`src/rtl/press_event_arbiter.sv`:
```
// press_event_arbiter
//   Qualifies raw push-button levels (two consecutive high samples, one event
//   per press), latches each qualified event as pending, and offers pending
//   events one at a time to a single consumer, round-robin, over valid/ready.
//   A channel pressed again while its previous event is still pending raises
//   a sticky overflow flag.
//
// Ports
//   clk        : system clock, rising edge
//   reset      : asynchronous, active-low reset
//   btn        : N raw button levels, synchronous to clk
//   evt_ready  : consumer accepts the offered event this cycle
//   clr_ovf    : single-cycle pulse clearing all overflow flags
//   evt_valid  : an event is offered
//   evt_id     : channel index of the offered event (0 when none)
//   pending    : per-channel pending event flags
//   ovf        : per-channel sticky overflow flags
module press_event_arbiter #(
  parameter int N   = 4,
  parameter int IDW = 2
) (
  input  logic           clk,
  input  logic           reset,
  input  logic [N-1:0]   btn,
  input  logic           evt_ready,
  input  logic           clr_ovf,
  output logic           evt_valid,
  output logic [IDW-1:0] evt_id,
  output logic [N-1:0]   pending,
  output logic [N-1:0]   ovf
);

  localparam logic [1:0] S_IDLE = 2'd0;
  localparam logic [1:0] S_ARM  = 2'd1;
  localparam logic [1:0] S_HELD = 2'd2;

  logic [1:0]     r_state [N];
  logic [N-1:0]   r_pending;
  logic [N-1:0]   r_ovf;
  logic [IDW-1:0] r_ptr;

  logic [N-1:0]   w_det;
  logic [N-1:0]   w_gnt;
  logic           w_valid;
  logic           w_found;
  logic [IDW-1:0] w_id;
  logic [IDW:0]   w_sum;
  logic           w_hs;

  // ---- Stage: per-channel press qualifier ----
  always_ff @(posedge clk or negedge reset) begin
    if (!reset) begin
      for (int i = 0; i < N; i++) r_state[i] <= S_IDLE;
    end else begin
      for (int i = 0; i < N; i++) begin
        case (r_state[i])
          S_IDLE:  r_state[i] <= btn[i] ? S_ARM  : S_IDLE;
          S_ARM:   r_state[i] <= btn[i] ? S_HELD : S_IDLE;
          S_HELD:  r_state[i] <= btn[i] ? S_HELD : S_IDLE;
          default: r_state[i] <= S_IDLE;
        endcase
      end
    end
  end

  // The event fires on the edge that moves ARM -> HELD, so a one-sample
  // glitch never reaches the pending register.
  always_comb begin
    w_det = '0;
    for (int i = 0; i < N; i++) begin
      w_det[i] = (r_state[i] == S_ARM) && btn[i];
    end
  end

  // ---- Stage: round-robin selection (registers only) ----
  // Scan ptr, ptr+1, ... with modulo-N wrap; w_sum is one bit wider than
  // the index so ptr+k never overflows before the wrap subtraction.
  always_comb begin
    w_found = 1'b0;
    w_id    = '0;
    w_sum   = '0;
    for (int k = 0; k < N; k++) begin
      w_sum = {1'b0, r_ptr} + (IDW+1)'(k);
      if (w_sum >= (IDW+1)'(N)) w_sum = w_sum - (IDW+1)'(N);
      if (!w_found && r_pending[w_sum[IDW-1:0]]) begin
        w_found = 1'b1;
        w_id    = w_sum[IDW-1:0];
      end
    end
  end

  assign w_valid = |r_pending;
  assign w_hs    = w_valid && evt_ready;
  assign w_gnt   = w_hs ? (N'(1) << w_id) : '0;

  // ---- Stage: pending / overflow / pointer update ----
  always_ff @(posedge clk or negedge reset) begin
    if (!reset) begin
      r_pending <= '0;
      r_ovf     <= '0;
      r_ptr     <= '0;
    end else begin
      // A new detection wins over a grant on the same edge.
      r_pending <= w_det | (r_pending & ~w_gnt);
      // Overflow only when the earlier event is not leaving on this edge;
      // a set on the clear edge still wins.
      r_ovf     <= (clr_ovf ? '0 : r_ovf) | (w_det & r_pending & ~w_gnt);
      if (w_hs) begin
        r_ptr <= (w_id == IDW'(N-1)) ? '0 : w_id + IDW'(1);
      end
    end
  end

  assign evt_valid = w_valid;
  assign evt_id    = w_id;
  assign pending   = r_pending;
  assign ovf       = r_ovf;

endmodule

```
`config.mk`:
```
export PLATFORM = sky130hd
export DESIGN_NAME = press_event_arbiter
export DESIGN_NICKNAME = d
export VERILOG_FILES = /design/src/rtl/press_event_arbiter.sv
export SDC_FILE = /design/constraint.sdc
export NUM_CORES = 1
export LEC_CHECK = 0
export BUFFER_PORTS_ARGS = -buffer_cell sky130_fd_sc_hd__buf_2
export CAP_MARGIN = 20
export CORE_MARGIN = 8
export CORE_UTILIZATION = 30
export DETAILED_ROUTE_END_ITERATION = 12
export SLEW_MARGIN = 20
export SYNTH_ARGS = -nofsm -noshare
export SYNTH_HDL_FRONTEND = slang
export SYNTH_SLANG_ARGS = --single-unit
```
`constraint.sdc`:
```
create_clock -name clk -period 1.7 [get_ports clk]
set_input_delay 0.17 -clock clk [delete_from_list [all_inputs] [get_ports clk]]
set_output_delay 0.17 -clock clk [all_outputs]
set_load 0.02 [all_outputs]
```
---- After elaboration in Yosys (flattened, before gate mapping) ----
Index checks and enable logic that the tools add are counted.
operators by class
  add/sub/neg operators ................... 8
  multiply operators ...................... 0
  div/mod/pow operators ................... 0
  $lt $le $gt $ge ......................... 8
  eq/ne operators ......................... 9
  shift-type cells ........................ 1
  multiplexer cells ....................... 34
  bitwise operators ....................... 6
  reduce and logical (&&, ||, !) cells .... 20
operators by type and width
  kind                   number
  $mux W2                13
  $pmux W2 S2            4
  $and A4 B4 Y4          3
  $lt A2 B3 Y1 const B   4
  $mux W1                11
  $eq A2 B2 Y1 const B   5
  $ge A3 B3 Y1 const B   3
  $bmux W1 S2            4
  $eq A2 B1 Y1 const B   4
  $logic_and A1 B1 Y1    8
  $logic_not A2 Y1       4
  $mux W4                2
  $or A4 B4 Y4           2
  $reduce_or A2 Y1       4
  $sub A2 B1 Y2 const B  4
  $add A2 B2 Y3 const B  2
  $not A4 Y4             1
  $reduce_or A4 Y1       1
  $shl A1 B2 Y4 const A  1
  $add A2 B1 Y3 const B  1
  $ge A2 B3 Y1 const B   1
  $logic_not A1 Y1       3
  $add A2 B1 Y2 const B  1
word-level totals
  register bits ........................... 18
  latch bits .............................. 0
  memory bits (writable) .................. 0
  memory bits (read-only) ................. 0
  bits of input ports ..................... 8
  output and inout port bits .............. 11
  word-level logic and storage cells ...... 93
  memories kept ........................... 0

---- Logic depth before layout (Yosys ltp) ----
Gate-level depths: netlist of run 1.
  depth in word-level cells ............... 19
  mapped depth ............................ 7
  mapped depth without buffers ............ 7

---- Worst setup path after synthesis of run 1 ----
No wires, ideal clock.
  path kind ............................... reg-to-reg
  from .................................... register r_pending[1], in the netlist pending[1]
  to ...................................... register r_ptr[1]
  library setup time ...................... 128 ps
  arrival ................................. 1830 ps
  required time ........................... 1572 ps
  path slack .............................. -257 ps
  stages on the path, launching flop included .. 6
  path buffers ............................ 0
  clock period less this slack ............ 1957 ps
  path through ............................ dfrtp_1 -> nor3b_1 -> a211o_1 -> nor2b_1 -> ha_1 -> mux2_1
on the way
  word-level cells in the longest chain between the ends .. 14
  elaborated cells between the ends (all ways) .. 26
  those cells by class .................... 1 x add/sub; 1 x eq/ne; 16 x mux; 8 x reduce/logical
ends and longest elaborated chain
  element                                        RTL line  text
  from (decl)                                    38        logic [N-1:0] r_pending;
  from (signal assigned)                         104       r_pending <= w_det | (r_pending & ~w_gnt);
  $bmux W1 S2                                    85        if (!w_found && r_pending[w_sum[IDW-1:0]]) begin
  $mux W1 (not written as such)                  85
  $mux W1                                        85
  $logic_not A1 Y1                               85
  $logic_and A1 B1 Y1                            85
  $mux W1                                        85
  $logic_not A1 Y1                               85
  $logic_and A1 B1 Y1                            85
  $mux W1                                        85
  $logic_not A1 Y1                               85
  $logic_and A1 B1 Y1                            85
  $mux W2 *                                      85
  net evt_id[1]                                  28        output logic [IDW-1:0] evt_id,
  $add A2 B1 Y2 or $eq A2 B2 Y1 (tied branches)  109       r_ptr <= (w_id == IDW'(N-1)) ? '0 : w_id + IDW'(1);
  $mux W2 *                                      109
  to (signal assigned)                           109
  to (decl)                                      40        logic [IDW-1:0] r_ptr;
Mark *: on every way through the listed nets, which the timed path passes. The rest lies on a longest branch. The select of a mux whose other input is x is not followed.
A chain may end at the register's enable or synchronous reset.

---- Worst setup path after layout of run 1 ----
  from .................................... register r_ptr[0]
  to ...................................... register r_ptr[1]
on the way
  word-level cells in the longest chain between the ends .. 16
  elaborated cells between the ends (all ways) .. 39
  those cells by class .................... 8 x add/sub; 4 x order compare; 1 x eq/ne; 20 x mux; 6 x reduce/logical
ends and longest elaborated chain
  element                                                                 RTL line
  parallel branches: the longest is 13 deep, another holds $add A2 B1 Y3  --
  $mux W2 *                                                               85
  $add A2 B1 Y2 or $eq A2 B2 Y1 (tied branches)                           109
  $mux W2 *                                                               109
Every way passes the cells marked *. The select of a mux whose other input is x is not followed.

==> results.json, run 1 <==
{
  "synthesis.nets": 122,
  "coreArea_um2": 3080,
  "grt_overflow_total": 0,
  "outcome": "complete, no violations",
  "seq_area_frac_synth": 0.459,
  "final_common_cell": "nand2_1",
  "fin_crit_ns": 1.67,
  "drive_gt1_frac": 0.290,
  "start_util": 0.319,
  "synth-compound-area-share": 0.0893,
  "gp_congestion": 0.872,
  "post_drt_wl_per_cell_um": 11.6,
  "end_kind": "flop",
  "rows": 20,
  "htreeDepth": 1,
  "post-route-period-util": 0.981,
  "io_pins": 19,
  "multi_input_area_um2": 509,
  "drc_errors": 0,
  "avgSynthCellArea_um2": 10.0,
  "clk_pin_slew_worst_paths_ns": 0.10,
  "firstDrtPassIters": 4,
  "grt_max_degree": 19,
  "synth-xor-area-share": 0,
  "synth-simple-area-share": 0.176,
  "cp.required_ns": 1.88,
  "cts_root_buf": "clkbuf_4",
  "crit_arrival_ns": 1.85,
  "synthAdderAreaFrac": 0.204,
  "nNetsFinal": 149,
  "syn_area_um2": 981,
  "synth_cell_type_count": 20,
  "viasPerCell": 4.39,
  "clk_latency_ns": 0.29,
  "clock_path_buffers": 2,
  "synth_top_area_cell": "dfrtp_1",
  "antenna_found_initial": 0,
  "hold_viol_final": 0,
  "rsz0062_at_grt": "true",
  "netlist.area_leader.share": 0.459,
  "dpl.hpwl_mm": 1.59,
  "ir_worst_vdd_v": 0.000600,
  "yosys_warnings": 0,
  "synthMuxAreaShare": 0.0217,
  "dieArea_um2": 5360,
  "area_delta_synth_final_pct": 25.5,
  "finalWirelength_mm": 1.95,
  "layout_common_cells": "22 x nand2_1, 17 x buf_2, 16 x ha_1",
  "slew_violations": 0,
  "hold_class": "in -> reg",
  "cts_buffers": 3,
  "total_power_uw": 2200,
  "finClkSkew_ns": 0.00234,
  "crit_path_start_kind": "flop",
  "grt_pass1_vias": 764,
  "synthCells": 98,
  "grt_pass1_wl_mm": 3.31,
  "synth_top_family_by_area": "adder cells",
  "fillers": 317,
  "diodes": 0,
  "max_slew_margin": 0.729,
  "cts_tree": "yes",
  "antenna_left": 0,
  "fmax_mhz": 600,
  "drt_iter0_drc": 20,
  "setup_viol": 0,
  "track_usage": 0.0793,
  "crit_type": "reg -> reg",
  "maxCapViolCount": 0,
  "synthTopCellsByArea": "dfrtp_1 46%, ha_1 20%, nand2_1 8.4%",
  "hold-worst-slack_ns": 0.107,
  "die_x_um": 73.2,
  "die_h_um": 73.2,
  "cts_sinks": 18,
  "worst_pin_slew_ns": 0.407,
  "regArea_um2": 457,
  "power_density_nw_per_um2": 1790,
  "power.leakage_uw": 0.000647,
  "vias": 738,
  "port_buffers": 18,
  "postLayoutCoreUtil": 0.400,
  "ys_ff_latch": 18,
  "cp_max_fo": 4,
  "fin_tns_setup_ns": 0
}
==> repair_timing <==
action	in CTS	in global routing
resized for setup	0	5
hold endpoints to repair	18	0
setup buffers	0	1
setup endpoints to repair	0	3
hold buffers	1	0
==> through the flow <==
step                cell area (µm²)  worst slack (ns)  instances
global placement               1160            0.0810        162
floorplan                      1000           0.00347         98
global route                   1230          -0.00652        168
finish                         1230            0.0323        168
CTS                            1210           0.00645        167
detailed placement             1160            0.0320        162
==> layer usage <==
layer / GRT usage / part of all wire
met2: 0.125 / 0.47
met5: 0 / 0
met3: 0.0275 / 0.063
met4: 0.0467 / 0.019
met1: 0.0900 / 0.45
==> critical path, stage by stage (launching register included) <==
cell and delay [ns]:
dfrtp_2 0.45, nor3b_1 0.15, a211o_1 0.28, nor2b_4 0.14
ha_1 0.27, mux2_4 0.27
==> logic make-up after synthesis <==
logic type	count (synthesis)
AOI/OAI and AO/OA	10
adders and majority gates	16
buffers and inverters	13
DFF	18
muxes	2
and+or+nand+nor	39
==> where the power goes <==
part	total, µW	switching (µW)	internal, µW	leakage (µW)
Clock	258	128	130	0.0000210
Combinational	1180	658	527	0.000403
Sequential	762	166	595	0.000223
==> worst paths after layout <==
| check | start | end | slack [ns] | cells after the start |
|---|---|---|---|---|
| setup / recovery | r_ptr[0] | r_ptr[1] | 0.03 | 5 |
| hold / removal | btn[0] | r_state[6] | 0.11 | 3 |
| setup reg to reg | r_ptr[0] | r_ptr[1] | 0.03 | 5 |
| hold reg to reg | ovf[0] | ovf[0] | 0.53 | 2 |
| max in group asynchronous | reset | pending[3] | 1.06 | 2 |
| min in group asynchronous | reset | r_state[5] | 0.33 | 2 |
==> cell usage after synthesis <==
cell,number
nor2_1,6
o21ai_0,1
and2_1,4
inv_1,13
mux2i_1,1
o41ai_4,1
a21oi_1,1
a21o_1,1
and3_1,1
nand2b_1,2
a211o_1,1
nand3_1,2
nand2_1,22
o22ai_1,4
a32oi_1,1
ha_1,16
nor2b_1,1
mux2_1,1
dfrtp_1,18
nor3b_1,1
==> flip-flops by register name, summed over array words and instances (netlist names) <==
signal / count
r_state: 8
ovf: 4
pending: 4
r_ptr: 2
==> cell type report <==
type                       count  area share
sequential                    18       0.371
multi-input combinational     67       0.414
tap                           44      0.0447
timing repair buffer          22       0.102
inverter                      13      0.0396
clock buffer                   4      0.0295
Note: power is estimated with default switching activity, not from simulation.
==> run 2: changes to the inputs <==
--- a/config.mk
+++ b/config.mk
@@ -8,7 +8,7 @@
 export BUFFER_PORTS_ARGS = -buffer_cell sky130_fd_sc_hd__buf_2
 export CAP_MARGIN = 20
 export CORE_MARGIN = 8
-export CORE_UTILIZATION = 30
+export CORE_UTILIZATION = 29
 export DETAILED_ROUTE_END_ITERATION = 12
 export SLEW_MARGIN = 20
 export SYNTH_ARGS = -nofsm -noshare
==> run 2 against run 1 <==
Net effect:
- sequential cell count is the same
- non-clock buffer count is 1 higher
- core utilization shrank 1.6 points
- final cell count increased by 1.8%
- first-iteration DRC count fell by 15%
- register-to-register slack improved by 0.05 ns
- critical path depth fell by 1
- sequential power shrank 0.7%
- setup slack gained 0.031 ns
- sequential share of layout area decreased by 0.85 points
- via count is 0.41% lower
- critical path type is now reg -> out
==> results.json, run 2 (synthesis gave the netlist of run 1 again) <==
{
  "outcome": "complete, no violations",
  "antenna_left": 0,
  "end_kind": "primary output",
  "drc_errors": 0,
  "nNetsFinal": 150,
  "dieArea_um2": 5500,
  "clk_latency_ns": 0.29,
  "antenna_found_initial": 0,
  "finClkSkew_ns": 0.00565,
  "post_drt_wl_per_cell_um": 11.2,
  "area_delta_synth_final_pct": 28.4,
  "total_power_uw": 2290,
  "clkPwrFrac": 0.114,
  "power_frac_seq": 0.330,
  "regMostFlops": "r_state",
  "met1_length_um": 794,
  "drive_gt1_frac": 0.296,
  "startpoint": "r_ptr[0]",
  "crit_type": "reg -> out",
  "crit_path_start_kind": "flop",
  "maxCapViolCount": 0,
  "vias": 735,
  "met2_length_um": 938,
  "top_layer_used": "met4",
  "cts_root_buf": "clkbuf_4",
  "drt_iter0_drc": 17,
  "gp_congestion": 0.874,
  "grt_pass1_vias": 800,
  "cts_sinks": 18,
  "fmax_mhz": 611,
  "fin_crit_ns": 1.64,
  "largest_reg_flops": 8,
  "rows": 21,
  "start_util": 0.299,
  "ir_worst_vdd_v": 0.000411,
  "switching_share": 0.432,
  "die_x_um": 74.2,
  "ff2ff_path_depth": 5,
  "hold_start": "btn[1]",
  "cp_max_fo": 4,
  "grt_pass1_wl_mm": 3.41,
  "firstDrtPassIters": 4,
  "worst_pin_slew_ns": 0.385,
  "setup_viol": 0,
  "dpl.hpwl_mm": 1.59,
  "design_area_um2": 1260,
  "viasPerCell": 4.30,
  "switchingPower_uw": 991,
  "diodes": 0,
  "holdPathStages": 3,
  "grt_overflow_total": 0,
  "cts_buffers": 3,
  "combPwrFrac": 0.556,
  "hold_viol_final": 0,
  "port_buffers": 18,
  "coreArea_um2": 3280,
  "io_pins": 19,
  "power.leakage_uw": 0.000650,
  "wl_met3_um": 118,
  "htreeDepth": 1,
  "layout_common_cells": "22 x nand2_1, 16 x buf_2, 15 x ha_1",
  "placed_cell_area_um2": 1170,
  "post-route-period-util": 0.963,
  "finalWirelength_mm": 1.91,
  "cp.required_ns": 1.53,
  "clk_pin_slew_worst_paths_ns": 0.10,
  "clock_path_buffers": 2,
  "cts_tree": "yes",
  "die_h_um": 74.2,
  "track_usage": 0.0799,
  "p_int_uw": 1300,
  "grt_max_degree": 19,
  "final_common_cell": "nand2_1",
  "power_density_nw_per_um2": 1820,
  "hold_class": "in -> reg",
  "crit_arrival_ns": 1.47,
  "slew_violations": 0,
  "max_slew_margin": 0.743,
  "timing.rr.start": "r_ptr[0]"
}
[run 2: layout make-up]
type                    instances  area (µm²)
flip-flops and latches         18         457
fillers                       337        2020
inverters                      13        48.8
clock buffers                   4        36.3
multi-input cells              67         518
well taps                      46        57.6
repair buffers                 23         143
[run 2: layer usage]
metal / track usage / vias to the layer above
met1: 0.0823 / 346
li1: - / 368
met5: 0 / -
met3: 0.0175 / 4
met2: 0.137 / 17
met4: 0.0643 / 0
[run 2: final timing paths]
kind,end,slack [ns]
max,evt_id[1],0.06
min,r_state[5],0.09
max reg2reg,r_ptr[1],0.08
min reg2reg,ovf[0],0.53
max in group asynchronous,pending[2],1.08
min in group asynchronous,r_state[4],0.31
[run 2: timing repair]
| action | CTS | global route |
|---|---|---|
| resized for setup | 0 | 8 |
| endpoints found under the hold margin | 18 | 0 |
| endpoints found under the setup margin | 0 | 4 |
| setup buffers | 0 | 1 |
| hold buffers | 1 | 0 |
[run 2: stage by stage]
| stage | hold WS [ns] | cells | setup slack, ns | util | TNS (ns) |
|---|---|---|---|---|---|
| floorplan | -0.126 | 98 | 0.00347 | - | 0 |
| CTS | 0.0876 | 170 | 0.0278 | 0.372 | 0 |
| finish | 0.0937 | 171 | 0.0635 | 0.384 | 0 |
| detailed placement | 0.119 | 165 | 0.0464 | 0.358 | 0 |
| global placement | 0.116 | 165 | 0.0724 | 0.358 | 0 |
| global route | 0.0926 | 171 | -0.00447 | 0.384 | -0.00447 |
[run 2: critical path, cell delays in order (launching register included)]
cell and delay [ns]:
dfrtp_2 0.45, nor3b_1 0.15, a211o_1 0.29, nor2b_4 0.15, buf_6 0.14
[run 2: power groups by stage]
stage	Combinational (µW)	Clock, µW	Sequential, µW
after floorplan	665	0	855
after global placement	1110	0	742
after detailed placement	1150	0	757
after CTS	1150	269	747
after global routing	1450	289	784
final	1270	262	757
